<file path="src/rtl/rgb444_pack.sv">
// rgb444_pack: packs 8-bit RGB pixels into 12-bit RGB444 frame-buffer words.
// Frames PIXELS pixels after an armed vsync edge. It produces a write strobe
// and a linear address for each packed word, and flags short frames.
// Optional macro RGB444_ROUND_EN selects rounding instead of truncation.
// Handshake: the output is a write-only strobe. When we=1, dout and addr are
// valid for exactly that cycle. There is no backpressure.
module rgb444_pack #(
    parameter int ADDR_W = 15,
    parameter int PIXELS = 19200
) (
    input  logic              clk,
    input  logic              rst_n,
    input  logic              capture_en,
    input  logic              vsync,
    input  logic              de,
    input  logic [7:0]        r,
    input  logic [7:0]        g,
    input  logic [7:0]        b,
    output logic [11:0]       dout,
    output logic              we,
    output logic [ADDR_W-1:0] addr,
    output logic              busy,
    output logic              frame_done,
    output logic              frame_err
);

    typedef enum logic [1:0] {
        ST_IDLE    = 2'd0,
        ST_CAPTURE = 2'd1,
        ST_DONE    = 2'd2
    } state_t;

    localparam logic [ADDR_W-1:0] LAST_IDX = ADDR_W'(PIXELS - 1);

    state_t            r_state;
    state_t            w_next;
    logic              r_vsync_d;
    logic [ADDR_W-1:0] r_count;
    logic [11:0]       r_dout;
    logic              r_we;
    logic [ADDR_W-1:0] r_addr;
    logic              r_busy;
    logic              r_done;
    logic              r_err;

    logic              w_vs_edge;
    logic              w_accept;
    logic              w_last;
    logic              w_err;
    logic              w_count_clr;
    logic [11:0]       w_packed;

    // Reduce one 8-bit channel to a 4-bit nibble.
    function automatic logic [3:0] to_nib(input logic [7:0] x);
`ifdef RGB444_ROUND_EN
        logic [8:0] t;
        // The result stays below 256, so bits [7:4] hold the shifted value.
        t = {1'b0, x} - {5'b0, x[7:4]} + 9'd8;
        return t[7:4];
`else
        return x[7:4];
`endif
    endfunction

    assign w_vs_edge = vsync & ~r_vsync_d;
    assign w_packed  = {to_nib(r), to_nib(g), to_nib(b)};

    // Next state and per-cycle decisions. A vsync edge always beats de.
    always_comb begin
        w_next      = r_state;
        w_accept    = 1'b0;
        w_last      = 1'b0;
        w_err       = 1'b0;
        w_count_clr = 1'b0;
        case (r_state)
            ST_IDLE: begin
                if (w_vs_edge && capture_en) begin
                    w_next      = ST_CAPTURE;
                    w_count_clr = 1'b1;
                end
            end
            ST_CAPTURE: begin
                if (w_vs_edge) begin
                    w_err       = 1'b1;
                    w_count_clr = 1'b1;
                    w_next      = capture_en ? ST_CAPTURE : ST_IDLE;
                end else if (de) begin
                    w_accept = 1'b1;
                    if (r_count == LAST_IDX) begin
                        // Detect the terminal count before incrementing, so
                        // PIXELS == 2^ADDR_W never wraps.
                        w_last = 1'b1;
                        w_next = ST_DONE;
                    end
                end
            end
            ST_DONE: begin
                if (w_vs_edge) begin
                    w_count_clr = 1'b1;
                    w_next      = capture_en ? ST_CAPTURE : ST_IDLE;
                end
            end
            default: begin
                w_next      = ST_IDLE;
                w_count_clr = 1'b1;
            end
        endcase
    end

    // State, vsync history and pixel counter.
    always_ff @(posedge clk or negedge rst_n) begin
        if (!rst_n) begin
            r_state   <= ST_IDLE;
            r_vsync_d <= 1'b0;
            r_count   <= '0;
        end else begin
            r_state   <= w_next;
            r_vsync_d <= vsync;
            if (w_count_clr)
                r_count <= '0;
            else if (w_accept && !w_last)
                r_count <= r_count + ADDR_W'(1);
        end
    end

    // Registered outputs. dout and addr hold their values between writes.
    always_ff @(posedge clk or negedge rst_n) begin
        if (!rst_n) begin
            r_dout <= '0;
            r_we   <= 1'b0;
            r_addr <= '0;
            r_busy <= 1'b0;
            r_done <= 1'b0;
            r_err  <= 1'b0;
        end else begin
            r_we   <= w_accept;
            r_busy <= (w_next == ST_CAPTURE);
            r_done <= w_last;
            r_err  <= w_err;
            if (w_accept) begin
                r_dout <= w_packed;
                r_addr <= r_count;
            end
        end
    end

    assign dout       = r_dout;
    assign we         = r_we;
    assign addr       = r_addr;
    assign busy       = r_busy;
    assign frame_done = r_done;
    assign frame_err  = r_err;

endmodule
</file>
<file path="config.mk">
export PLATFORM = sky130hd
export DESIGN_NAME = rgb444_pack
export DESIGN_NICKNAME = d
export VERILOG_FILES = /design/src/rtl/rgb444_pack.sv
export SDC_FILE = /design/constraint.sdc
export NUM_CORES = 1
export LEC_CHECK = 0
export BUFFER_PORTS_ARGS = -buffer_cell sky130_fd_sc_hd__buf_2
export CAP_MARGIN = 20
export CORE_ASPECT_RATIO = 0.5
export CORE_MARGIN = 2
export CORE_UTILIZATION = 30
export DETAILED_ROUTE_END_ITERATION = 7
export PLACE_DENSITY = 0.52
export SLEW_MARGIN = 5
export SYNTH_ARGS = -nofsm -noshare
export SYNTH_HDL_FRONTEND = slang
export SYNTH_SLANG_ARGS = --single-unit
</file>
<file path="constraint.sdc">
create_clock -name clk -period 5.7 [get_ports clk]
set_clock_uncertainty 0.1 [all_clocks]
set_input_delay 0.57 -clock clk [delete_from_list [all_inputs] [get_ports clk]]
set_output_delay 0.57 -clock clk [all_outputs]
set_load 0.1 [all_outputs]
</file>
# ---- Yosys cells after proc, flatten, opt, wreduce, memory -nomap -nowiden
# Cells that the tools add are included.
# W data, S select, Z words.
dict set report classes {
  n_addsub 1
  n_eq_ne 4
  mux 20
  bitwise_logic 2
  n_reduce_logical 6
}
# op count
set op_table {}
lappend op_table {{$mux W15} 2}
lappend op_table {{$add A15 B1 Y15 const B} 1}
lappend op_table {{$eq A15 B15 Y1 const B} 1}
lappend op_table {{$mux W1} 11}
lappend op_table {{$mux W2} 5}
lappend op_table {{$pmux W2 S3} 1}
lappend op_table {{$eq A2 B1 Y1 const B} 2}
lappend op_table {{$eq A2 B2 Y1 const B} 1}
lappend op_table {{$logic_and A1 B1 Y1} 2}
lappend op_table {{$logic_not A2 Y1} 1}
lappend op_table {{$pmux W1 S2} 1}
lappend op_table {{$reduce_bool A2 Y1} 1}
lappend op_table {{$reduce_or A2 Y1} 1}
lappend op_table {{$and A1 B1 Y1} 1}
lappend op_table {{$logic_not A1 Y1} 1}
lappend op_table {{$not A1 Y1} 1}
dict set report totals {
  register_bits 49
  input_bits 29
  word_cells 42
}

# ---- Depth between registers and ports, before layout
# Gate-level depths: netlist of run 1.
dict set report logic_depth {
  word_depth 9
  ltp_mapped 10
}

# ---- Least setup slack after synthesis of run 1
# Ideal clock, no wire load.
dict set report synth_timing {
  path_kind {register to register}
  start {register r_state[1]}
  end {register r_dout[0] (netlist: dout[0])}
  t_arrival_ps 1656
  slack_ps 3824
  stages_incl_launch_ff 11
  path_buffers 3
  synth_period_minus_slack_ps 1876
  cell_sequence {dfrtp_1 > inv_1 > ha_1 > and2_2 > nand2_1 > buf_2 > inv_1 > buf_2 > buf_1 > nand2_1 > nand2_1}
}
dict set report synth_via {
  elab_chain_len 2
}
# element line_no
set synth_lines {}
lappend synth_lines {{start, declared} 35} ;# state_t r_state;
lappend synth_lines {{start signal, assigned} 117} ;# r_state <= w_next;
lappend synth_lines {{$eq A2 B1 Y1} 75} ;# case (r_state)
lappend synth_lines {{$mux W1} 75}
lappend synth_lines {{end signal, assigned} 141} ;# r_dout <= w_packed;
lappend synth_lines {{end, declared} 39} ;# logic [11:0] r_dout;
# No other way between the ends.
# A chain may end at the register's enable or synchronous reset.

# ---- Worst setup path after layout of run 1
dict set report layout_timing {
  start {register r_state[1]}
  end {register r_count[2]}
}
dict set report layout_via {
  elab_chain_len 5
}
# element line_no
set layout_lines {}
lappend layout_lines {{parallel branches: the longest is 5 deep, another holds $mux W15} -}
lappend layout_lines {{end signal, assigned} 122} ;# r_count <= r_count + ADDR_W'(1);
lappend layout_lines {{end, declared} 38} ;# logic [ADDR_W-1:0] r_count;
# Parallel ways; which one is timed is not known.

==> results.cfg, run 1 <==
[setup_path]
critPathRequiredTime_ps = 5790
worst_r2r_path_depth = 7
setup.worst_path.class = reg -> reg
r2r_slack_ps = 3420
r2r_end = r_count[2]
critPathArrivalTime_ps = 2370
start_kind = flop
timing.critical_path.from = r_state[1]
critPathCaptureType = flop
setup.worst_path.end = r_count[2]
reg2reg_from = r_state[1]
path_max_fanout = 29

[routing]
dr.pass1.iters = 4
routed_wl_um = 4880
detail-route-antenna-nets = 0
drc = 0
via_per_inst = 4.87
routed-via-count = 1846
drt_iter0_markers = 139
avgRoutedWirePerCell_um = 12.9

[final_layout]
drive_gt1_share_pct = 23.7
seq_area_mm2 = 0.00123
finalNetCount = 316
fin_area_mm2 = 0.00276
multi_input_area_um2 = 941
antennaDiodeCount = 0
fillers = 758
areaGrowthSynthToFinish_pct = 23.1

[synth]
netlist.area_leader.share_pct = 54.7
synth_xor_area_share_pct = 0
yosys.cell_types.count = 43
synth_area_leaders = dfrtp_1, nand2_1, a21oi_1, or4_1, ha_1
yosys.area_share.adder_pct = 2.79
yosysWarningCount = 0
synth_fp_nets = 270
synth_compound_area_share_pct = 10.4
ys_ff_latch = 49
synth_top_family_by_area = simple AND/OR/NAND/NOR gates
avgSynthCellArea_um2 = 9.50
synth_mux_area_share_pct = 0.447
synthCells = 236
syn_area_mm2 = 0.00224
ys_seq_area_share_pct = 54.7
yosys.area.top_type = dfrtp_1
synth_simple_gate_area_share_pct = 28.4

[grt]
grt_max_degree = 41
grt-ovfl-total = 0
grt_pass1_wl_um = 8340
grtUsageTotal_pct = 12.5
antenna_found_initial = 0
use_met3_pct = 2.61
met2_usage_pct = 19.8
top_usage_layer = met2
grt_pass1_vias = 1721
use_met1_pct = 17.7

[power_and_ir_drop]
cellPowerDensity_mw_per_mm2 = 511
power.switching_uw = 661
vdd_drop_max_mv = 0.195
pwr-share-comb_pct = 41.9
finalPower_uw = 1410
seqPwrFrac_pct = 31.5
p_sw_share_pct = 47.0
p_int_uw = 747
clkPwrFrac_pct = 26.6
p_leak_uw = 0.00143

[clock_network]
worstSkewPairLatency_ps = 280
h-tree-depth = 2
clock_path_buffers = 2
cts.sinks = 49
holdBufCountCts = 0
post_cts_resized = 0
clk_pin_slew_ps = 60
cts_made_buffers = 5
cts_setup_buffers = 0
cts_root_buf = clkbuf_16
cts_tree = built

[timing]
tightest_slew_ps = 902
setup_violations = 0
relSlewSlack_pct = 39.8
fin_crit_ps = 2280
min_period_over_period_pct = 40.1
drv_slew = 0
fin_ws_ps = 3420
hold_ws_ps = 125
max_freq_mhz = 438
hold_violations = 0
grt_setup_unrepaired = false
tns_ps = 0

[place]
dpl_cell_area_mm2 = 0.00257
hpwl_um = 3340
portBuffers = 47
place_ws_ps = 3360
routabilityCongestion = 0.761

[die]
fp.dieW_um = 126
die_area_mm2 = 0.00822
start_util_pct = 30.7
pin_count = 60
coreArea_mm2 = 0.00729
die_h_um = 65.1
num_rows = 22

[flow_run]
drv_cap = 0

[min_path]
hold_class = in -> async

[outcome]
status = completed
metal layers:
| layer | part of all wire [%] | routed length, um | vias up |
|---|---|---|---|
| met5 | 0 | 0 | - |
| met4 | 0.74 | 36 | 0 |
| met3 | 3.3 | 159 | 4 |
| met2 | 44 | 2170 | 34 |
| met1 | 52 | 2510 | 904 |
| li1 | - | - | 904 |
worst max-delay path, stage by stage (launching register included):
cell	delay, ps
dfrtp_1	430
inv_1	100
ha_1	200
and2_2	200
nand2_1	80
inv_1	660
a21oi_1	160
a311oi_1	260
state kept, by name (all words and copies together) (netlist names):
signal	flops
addr	15
r_count	15
dout	12
r_state	2
busy	1
frame_done	1
frame_err	1
r_vsync_d	1
we	1
cell families (layout without fill, tap and decap cells):
group	Yosys count	after routing
adder cells (fa/ha/maj)	5	5
AND/OR/NAND/NOR	129	129
AO/OA/AOI/OAI	37	37
buffers and inverters	15	62
flip-flops	49	49
multiplexers	1	1
metrics by stage:
step                      instances  utilization (%)
final                           379             37.8
after global routing            379             37.8
after CTS                       379             37.8
after detailed placement        371             35.2
after global placement          370             34.9
after floorplan                 236                -
cells in the mapped netlist, drive strengths merged:
library cell and number:
a211o 1, a21o 2, a21oi 14, a221oi 1, a22oi 1, a311oi 1, a41oi 1, and2 3
and3 1, and4 1, buf 8, clkbuf 1, dfrtp 49, dlymetal6s2s 1, ha 5, inv 5
mux2i 1, nand2 88, nand3 5, nand4 6, nand4bb 1, nor2 4, nor2b 1, nor3 1
nor4 1, o211ai 1, o21ai 6, o22ai 1, o31ai 8, or2 2, or2b 1, or3 3
or3b 1, or4 10
power groups by stage:
stage                     Combinational (uW)  Sequential (uW)  Clock (uW)
after CTS                                595              443         387
after floorplan                          115              827           0
final                                    590              443         375
after global routing                     623              451         401
after global placement                   586              447           0
after detailed placement                 595              449           0
cell type report:
class | instances | share of cell area, %
multi-input cells | 172 | 34.1
well taps | 96 | 4.35
inverters | 5 | 0.680
flip-flops and latches | 49 | 44.4
clock inverters | 3 | 2.36
clock buffers | 5 | 4.54
repair buffers | 49 | 9.52
placed cells by master, fill, tap and decap left out, types with 2 or more instances in the layout:
cell,count
nand4_1,5
ha_1,5
or4_1,9
or3_1,2
nand3_1,4
inv_1,5
a21oi_1,14
o31ai_1,8
and2_1,2
o21ai_0,6
dfrtp_1,49
buf_2,47
nand2_1,88
bufinv_16,2
nor2_1,4
clkbuf_16,5
worst min-delay path by stage:
stage                            end  slack, ps  cells after the start     from
final                     r_state[0]        120                      1    rst_n
after global placement       dout[9]        350                      2  dout[9]
after floorplan              addr[0]        170                      0    rst_n
after global routing        addr[12]        150                      1    rst_n
after detailed placement     addr[8]        360                      2  addr[8]
after CTS                   addr[12]        140                      1    rst_n
Note: power is estimated with default switching activity, not from simulation.
==> inputs of run 2 (changes only) <==
--- a/config.mk
+++ b/config.mk
@@ -5,6 +5,7 @@
 export SDC_FILE = /design/constraint.sdc
 export NUM_CORES = 1
 export LEC_CHECK = 0
+export ABC_AREA = 1
 export BUFFER_PORTS_ARGS = -buffer_cell sky130_fd_sc_hd__buf_2
 export CAP_MARGIN = 20
 export CORE_ASPECT_RATIO = 0.5
==> constraint.sdc (replaced) <==
create_clock -name clk -period 2.2 [get_ports clk]
set_clock_uncertainty 0.1 [all_clocks]
set_input_delay 0.22 -clock clk [delete_from_list [all_inputs] [get_ports clk]]
set_output_delay 0.22 -clock clk [all_outputs]
set_load 0.1 [all_outputs]
==> run 2 against run 1 <==
  * Sequential power grew to 3.3 times the previous value
  * Area after synthesis grew 8.8%
  * Global-route usage grew 1.1 points
  * Worst hold slack lost 95 ps
  * Synthesized cell count grew 33%
  * Non-clock buffer count grew 6
  * Highest routed layer unchanged
  * Count of clock-buffer cells in the layout is the same
  * Combinational power grew to 4.5 times the previous value
  * Register-to-register slack lost 3200 ps
  * Sequential share of layout area shrank 3.0 points
  * Final cell count grew 26%
  * Final area grew 7.1%
==> results.cfg, run 2 <==
[timing]
relSlewSlack_pct = 57.9
max_freq_mhz = 508
hold_violations = 0
setup_violations = 0
min_period_over_period_pct = 89.5
fin_crit_ps = 1970
tightest_slew_ps = 631
grt_setup_unrepaired = false
tns_ps = 0
fin_ws_ps = 231
drv_slew = 0

[place]
portBuffers = 47
routabilityCongestion = 0.901
place_ws_ps = 231
hpwl_um = 4120
dpl_cell_area_mm2 = 0.00281

[synth]
synth_area_leaders = dfrtp_1, nand2_1, nand3_1, nor2_1, inv_1
synth_most_common_cell = nand2_1
synth-edff-count = 0
synth_fp_nets = 348
yosys.cell_types.count = 25
synth_compound_area_share_pct = 3.80
synthCells = 314
avgSynthCellArea_um2 = 7.77
yosysWarningCount = 0
synth_commonest_cells = nand2_1, dfrtp_1, nor2_1
synth_xor_area_share_pct = 1.44
synth_simple_gate_area_share_pct = 35.7
netlist.area_leader.share_pct = 50.3
yosys.area.top_type = dfrtp_1
synth_top_family_by_area = simple AND/OR/NAND/NOR gates
synthFlopType = dfrtp_1
ys_ff_latch = 49
ys_seq_area_share_pct = 50.3
async_flop_share_pct = 100
syn_area_mm2 = 0.00244
yosys.area_share.adder_pct = 2.57
synth_mux_area_share_pct = 0

[power_and_ir_drop]
power.switching_uw = 2760
clkPwrFrac_pct = 14.9
vdd_drop_max_mv = 0.567
pwr-share-comb_pct = 54.5
p_leak_uw = 0.00160
finalPower_uw = 4820
p_sw_share_pct = 57.3
seqPwrFrac_pct = 30.6
cellPowerDensity_mw_per_mm2 = 1630
p_int_uw = 2060

[die]
coreArea_mm2 = 0.00794
start_util_pct = 30.7
fp.dieW_um = 132
die_h_um = 67.8
num_rows = 23
die_area_mm2 = 0.00891
pin_count = 60

[setup_path]
critPathRequiredTime_ps = 2320
critPathCaptureType = flop
start_kind = flop
critPathArrivalTime_ps = 2090
setup.worst_path.class = reg -> reg
path_max_fanout = 10

[clock_network]
clk_pin_slew_ps = 60
worstSkewPairLatency_ps = 280
cts_root_buf = clkbuf_16
holdBufCountCts = 2
post_cts_resized = 0
cts_made_buffers = 5
cts_tree = built
clock_path_buffers = 2
cts.sinks = 49
h-tree-depth = 2
cts_setup_buffers = 0

[grt]
grt_pass1_wl_um = 9670
grt_max_degree = 50
antenna_found_initial = 0
grtUsageTotal_pct = 13.6
grt-ovfl-total = 0
grt_pass1_vias = 2029

[routing]
route.met2.wl_um = 2420
drc = 0
wl_met1_um = 2820
detail-route-antenna-nets = 0
avgRoutedWirePerCell_um = 11.8
wl_met3_um = 335
dr.pass1.iters = 4
routed-via-count = 2104
drt_iter0_markers = 86
via_per_inst = 4.40
maxUsedRoutingLayer = met4
routed_wl_um = 5640

[final_layout]
layout.cells.most_common = nand2_1
fin_area_mm2 = 0.00296
areaGrowthSynthToFinish_pct = 21.2
drive_gt1_share_pct = 18.9
antennaDiodeCount = 0
finalNetCount = 401
finish.utilization_pct = 37.2
final_cell_mix = nand2_1, dfrtp_1, buf_2, nor2_1

[min_path]
hold_class = in -> reg

[outcome]
status = completed

[flow_run]
drv_cap = 0
-- run 2: cells by family (layout without fill, tap and decap cells) --
group           after synthesis  count (layout)
simple gates                203             203
xor+xnor                      4               4
compound gates               18              18
buf+inv                      35              87
fa+ha+maj                     5               5
flops                        49              49
-- run 2: power groups by stage --
stage | logic (uW) | registers, uW | clock network, uW
after global routing | 2800 | 1530 | 773
after CTS | 2640 | 1470 | 741
after global placement | 2610 | 1480 | 0
after detailed placement | 2640 | 1490 | 0
final | 2630 | 1480 | 717
after floorplan | 599 | 3050 | 0
-- run 2: layer usage --
metal	GRT usage (%)	vias to the layer above
li1	-	1090
met5	0	-
met2	23.1	55
met1	17.7	955
met4	4.35	0
met3	2.93	4
-- run 2: stage by stage --
step,hold WS [ps],cells
finish,30.1,478
global route,36.4,478
CTS,25.8,478
detailed placement,264,470
global placement,255,470
floorplan,-176,314
-- run 2: critical path, cell delays in order, from the launching register on --
cell	delay (ps)
dfrtp_1	420
inv_1	90
ha_1	290
o21bai_1	150
a21oi_1	180
clkinv_1	330
nor2_1	200
nand2_1	70
nand2_1	60
-- run 2: cell type report --
class | instances | area (um2)
clock buffers | 5 | 125
clock inverters | 1 | 5.00
fillers | 842 | 4990
inverters | 26 | 97.6
multi-input cells | 230 | 1060
flip-flops and latches | 49 | 1230
well taps | 112 | 140
repair buffers | 55 | 300
-- run 2: final timing paths --
path | startpoint | to | slack [ps] | cells after the start
max in group asynchronous | rst_n | addr[0] | 1090 | 3
min in group asynchronous | rst_n | addr[8] | 470 | 3
max | r_state[0] | r_count[7] | 230 | 8
min | b[5] | dout[1] | 30 | 3
max reg2reg | r_state[0] | r_count[7] | 230 | 8
min reg2reg | dout[7] | dout[7] | 370 | 2
